**src/rtl/mem_access_unit.sv**
```systemverilog
// mem_access_unit: single-outstanding load/store unit bridging the MEM stage to a handshaked data memory
module mem_access_unit #(
  parameter int ACK_TIMEOUT = 255
) (
  input  logic        clk,
  input  logic        reset,
  input  logic        op_valid,
  input  logic        op_write,
  input  logic [1:0]  op_size,
  input  logic        op_unsigned,
  input  logic [31:0] op_addr,
  input  logic [31:0] op_wdata,
  output logic        stall,
  output logic        done,
  output logic [31:0] rdata,
  output logic        addr_err,
  output logic        timeout_err,
  output logic        mem_req,
  output logic        mem_we,
  output logic [31:0] mem_addr,
  output logic [3:0]  mem_be,
  output logic [31:0] mem_wdata,
  input  logic        mem_ack,
  input  logic [31:0] mem_rdata
);
  localparam int CW = $clog2(ACK_TIMEOUT + 1);
  typedef enum logic [1:0] {IDLE, BUSY, DONE} state_t;
  state_t state, next;
  logic [CW-1:0] cnt;
  logic [1:0] a_lo, sz;
  logic uns, wr;
  logic take, bad, accept, expire;
  logic [3:0] be_n;
  logic [31:0] wd_n, ld_n;
  logic [7:0] lb;
  logic [15:0] lh;
  // the cycle carrying a timeout pulse lets the stalled op retire, so it is not re-accepted
  assign take = state == IDLE && op_valid && !timeout_err;
  assign bad = op_size == 2'b11 || (op_size == 2'b01 && op_addr[0]) || (op_size == 2'b10 && op_addr[1:0] != 2'b00);
  assign accept = take && !bad;
  assign expire = state == BUSY && !mem_ack && cnt == CW'(ACK_TIMEOUT - 1);
  assign stall = !reset && (accept || state == BUSY);
  assign done = state == DONE;
  // state register
  always_ff @(posedge clk)
    state <= reset ? IDLE : next;
  // next state: ack beats a same-cycle timeout
  always_comb begin
    next = state;
    next = state == IDLE ? (accept ? BUSY : IDLE) :
           state == BUSY ? (mem_ack ? DONE : expire ? IDLE : BUSY) : IDLE;
  end
  // lane steering for the request and lane extraction for the load result
  always_comb begin
    be_n = op_size == 2'b00 ? 4'b0001 << op_addr[1:0] :
           op_size == 2'b01 ? (op_addr[1] ? 4'b1100 : 4'b0011) : 4'b1111;
    wd_n = !op_write ? 32'd0 : op_size == 2'b00 ? {4{op_wdata[7:0]}} :
           op_size == 2'b01 ? {2{op_wdata[15:0]}} : op_wdata;
    lb = mem_rdata[{a_lo, 3'b000} +: 8];
    lh = a_lo[1] ? mem_rdata[31:16] : mem_rdata[15:0];
    ld_n = wr ? 32'd0 : sz == 2'b00 ? {{24{lb[7] & !uns}}, lb} :
           sz == 2'b01 ? {{16{lh[15] & !uns}}, lh} : mem_rdata;
  end
  // request registers, pulses, ack timer and captured load data
  always_ff @(posedge clk) begin
    if (reset) begin
      addr_err <= 1'b0;
      timeout_err <= 1'b0;
      mem_req <= 1'b0;
      mem_we <= 1'b0;
      mem_addr <= '0;
      mem_be <= '0;
      mem_wdata <= '0;
      rdata <= '0;
      cnt <= '0;
      a_lo <= '0;
      sz <= '0;
      uns <= 1'b0;
      wr <= 1'b0;
    end else begin
      addr_err <= take && bad;
      timeout_err <= expire;
      if (accept) begin
        mem_req <= 1'b1;
        mem_we <= op_write;
        mem_addr <= {op_addr[31:2], 2'b00};
        mem_be <= be_n;
        mem_wdata <= wd_n;
        cnt <= '0;
        a_lo <= op_addr[1:0];
        sz <= op_size;
        uns <= op_unsigned;
        wr <= op_write;
      end else if (state == BUSY) begin
        if (mem_ack || expire) begin
          mem_req <= 1'b0;
          mem_we <= 1'b0;
        end
        if (mem_ack) rdata <= ld_n;
        cnt <= cnt + 1'b1;
      end
    end
  end
endmodule
```
**config.mk**
```make
export PLATFORM = sky130hd
export DESIGN_NAME = mem_access_unit
export DESIGN_NICKNAME = d
export VERILOG_FILES = /design/src/rtl/mem_access_unit.sv
export SDC_FILE = /design/constraint.sdc
export NUM_CORES = 1
export LEC_CHECK = 0
export ABC_AREA = 1
export CAP_MARGIN = 20
export CORE_UTILIZATION = 35
export DETAILED_ROUTE_END_ITERATION = 7
export PLACE_DENSITY_LB_ADDON = 0.3
export SLEW_MARGIN = 10
export SYNTH_ARGS = -nofsm -noshare
export SYNTH_HDL_FRONTEND = slang
export SYNTH_SLANG_ARGS = --single-unit
```
**constraint.sdc**
```tcl
create_clock -name clk -period 3.2 [get_ports clk]
set_clock_uncertainty 0.1 [all_clocks]
set_input_delay 0.8 -clock clk [delete_from_list [all_inputs] [get_ports clk]]
set_output_delay 0.8 -clock clk [all_outputs]
set_load 0.05 [all_outputs]
```
==> qor.csv <==
stage,metric,value,unit
die,core,14100,um^2
synthesis,synth-seq-cells,118,
timing,slew_headroom,0.610,
critical_path,crit_type,input port to output port,
synthesis,syn_area_per_cell,6.87,um^2
die,die_w,123,um
clocking,path_clk_slew,0.05,ns
timing,finalCriticalPeriod,3.01,ns
cells_and_area,n_antenna_cell,0,
routing,dr_total_vias,5462,
cells_and_area,fill_cells,1400,
timing,tightest_slew,0.582,ns
die,initial_utilization,0.364,
routing,wl,15900,um
routing,routedWlPerCell,14.0,um
global_route,grt_max_degree,36,
run_status,status,"complete, no violations",
routing,detail-route-antenna-nets,0,
timing,rsz0062_at_grt,no,
cells_and_area,multi_input_area,2370,um^2
die,rows,43,
place,post-dp-hpwl,11400,um
die,die_height,123,um
timing,slew_violations,0,
global_route,antenna_found_initial,0,
critical_path,worstReg2RegEnd,rdata[10]$_SDFFE_PP0P_,
routing,drc,0,
synthesis,yosysSeqAreaShare,0.461,
critical_path,cp_data_required_time,2.30,ns
cells_and_area,drive_above_1_share,0.0624,
global_route,first_global_vias,4950,
hold_path,hold_path_depth,2,
clocking,htreeDepth,4,
clocking,cts_setup_buffers,0,
synthesis,synthDistinctLibCells,30,
clocking,cts.sinks,118,
cells_and_area,regArea,2360,um^2
die,die_area,15100,um^2
routing,first_pass_iters,5,
flow_run,drv_cap,0,
timing,hold_viol,0,
synthesis,synth_edf_count,0,
critical_path,startpoint_type,input port,
critical_path,reg2reg_slack,1.10,ns
synthesis,syn_area,5120,um^2
global_route,gr-total-overflow,0,
clocking,postCtsHoldBufs,0,
power,p_leak,3.29,nW
synthesis,synth-main-ff-cell,dfxtp_1,
die,io_pins,210,
critical_path,endpoint_kind,output port,
critical_path,worstRegToRegCells,8,
place,portBuffers,207,
hold_path,hold_end,mem_addr[29]$_SDFFE_PP0P_,
cells_and_area,area_growth_syn_to_layout,56.5,%
synthesis,syn_inst,746,
timing,setup_viol_count_final,0,
place,dp.cells,1109,
clocking,insertion_delay,0.41,ns
synthesis,yosysWarnings,0,
hold_path,hold_path_startpoint,mem_addr[29]$_SDFFE_PP0P_,
synthesis,async_flop_share,0,
clocking,root_buffer,clkbuf_16,
critical_path,cp_max_fo,5,
cells_and_area,post-route-util,0.569,
cells_and_area,fin_cells,1141,
timing,finalSetupTns,0,ns
timing,max_freq,333,MHz
critical_path,worst_r2r_startpoint,sz[1]$_SDFFE_PP0P_,
global_route,grt_use_total,0.214,
clocking,cts_max_path_buffers,2,
critical_path,arrival,2.11,ns
cells_and_area,final_nets,1054,
power,irDropWorstVdd,0.000317,V
clocking,cts_tree,yes,
clocking,cts_buffers,17,
global_route,grt_first_pass_wirelength,24800,um
routing,viasPerCell,4.79,
timing,period_share,0.939,
power,power_density,542,nW/um^2
hold_path,hp-class,register to register,
place,finalWeightedCongestion,0.894,
routing,drtIter0Drc,380,
cell usage after synthesis (4+ instances only):
master    count  area, um^2
a221oi_1      8        70.1
o21ai_1      11        55.1
nand2_1     285        1070
o21ai_0      53         265
clkbuf_1     22        82.6
dfxtp_1     118        2360
buf_2        11        55.1
nor2_1       58         218
inv_1        45         169
nand3_1      47         235
buf_6         4        45.0
a21oi_1      54         270
buf_4         5        37.5
critical path: stages:
cell and delay [ns]:
clkdlybuf4s50_1 0.49, inv_1 0.15, nand2_4 0.06, nand2_1 0.06
o21a_4 0.15, nand2_4 0.05, a21oi_2 0.18, buf_12 0.16
worst max path at each step:
| stage | from | to | slack, ns | cells past startpoint |
|---|---|---|---|---|
| 6_report | op_size[0] | stall | 0.19 | 8 |
| 3_5_place_dp | op_size[0] | stall | 0.07 | 8 |
| 4_1_cts | op_size[0] | stall | 0.06 | 8 |
| 5_1_grt | op_size[0] | stall | 0.09 | 8 |
| 2_1_floorplan | op_size[1] | stall | 0.12 | 7 |
| 3_3_place_gp | op_size[0] | stall | 0.09 | 8 |
logic make-up after synthesis:
logic type,Yosys count,share of synthesized area
AND/OR/NAND/NOR,403,0.315
other,1,0.000732
flip-flops,118,0.461
XOR/XNOR,3,0.00513
AO/OA/AOI/OAI,129,0.135
buffers and inverters,90,0.0781
adder cells (fa/ha/maj),2,0.00488
stage by stage:
step | power, mW | hold WS, ns | worst slack [ns] | instance area, um^2
2_1_floorplan | 2.01 | 0.320 | 0.121 | 5130
3_3_place_gp | 2.32 | 0.327 | 0.0935 | 7370
3_5_place_dp | 2.32 | 0.331 | 0.0696 | 7370
4_1_cts | 4.40 | 0.345 | 0.0558 | 8020
5_1_grt | 4.53 | 0.360 | 0.0895 | 8020
6_report | 4.35 | 0.342 | 0.194 | 8020
power by group:
part | switching, mW | leakage, nW | total [mW] | internal (mW)
Combinational | 0.445 | 2.01 | 0.737 | 0.292
Sequential | 0.0314 | 0.957 | 1.56 | 1.53
Clock | 0.645 | 0.318 | 2.05 | 1.41
Total | 1.12 | 3.29 | 4.35 | 3.23
flip-flops by register name, summed over array words and instances (netlist names), 2 cells and up:
name	flops
a_lo	2
state	2
mem_be	4
rdata	32
mem_wdata	32
mem_addr	30
sz	2
cnt	8
final cells by class:
type / instances / area share
multi-input combinational: 539 / 0.296
sequential: 118 / 0.295
inverter: 48 / 0.0225
clock buffer: 25 / 0.0630
clock inverter: 7 / 0.0173
timing repair buffer: 224 / 0.279
tap: 180 / 0.0281
layout by cell type, fill, tap and decap left out, types with 3 or more instances in the layout:
cell and count:
nor2_2 3, clkdlybuf4s50_1 206, clkbuf_8 5, a221oi_1 8, clkbuf_16 17, buf_12 3, dfxtp_1 118, nand3_1 47
nor2_1 57, a21oi_1 53, o21ai_1 11, inv_1 45, nand2_1 285, bufinv_16 4, buf_4 15, o21ai_0 53
clkbuf_1 3
repair_timing:
action / CTS / global route
gates resized for setup: 0 / 1
endpoints found under the hold margin: 0 / 0
setup endpoints to repair: 0 / 1
layer usage:
| layer | global-route usage | wire [um] |
|---|---|---|
| met1 | 0.252 | 6560 |
| met2 | 0.355 | 7640 |
| met3 | 0.0844 | 1570 |
| met4 | 0.0715 | 174 |
| met5 | 0 | 0 |
Power figures use the tool's default switching activity.
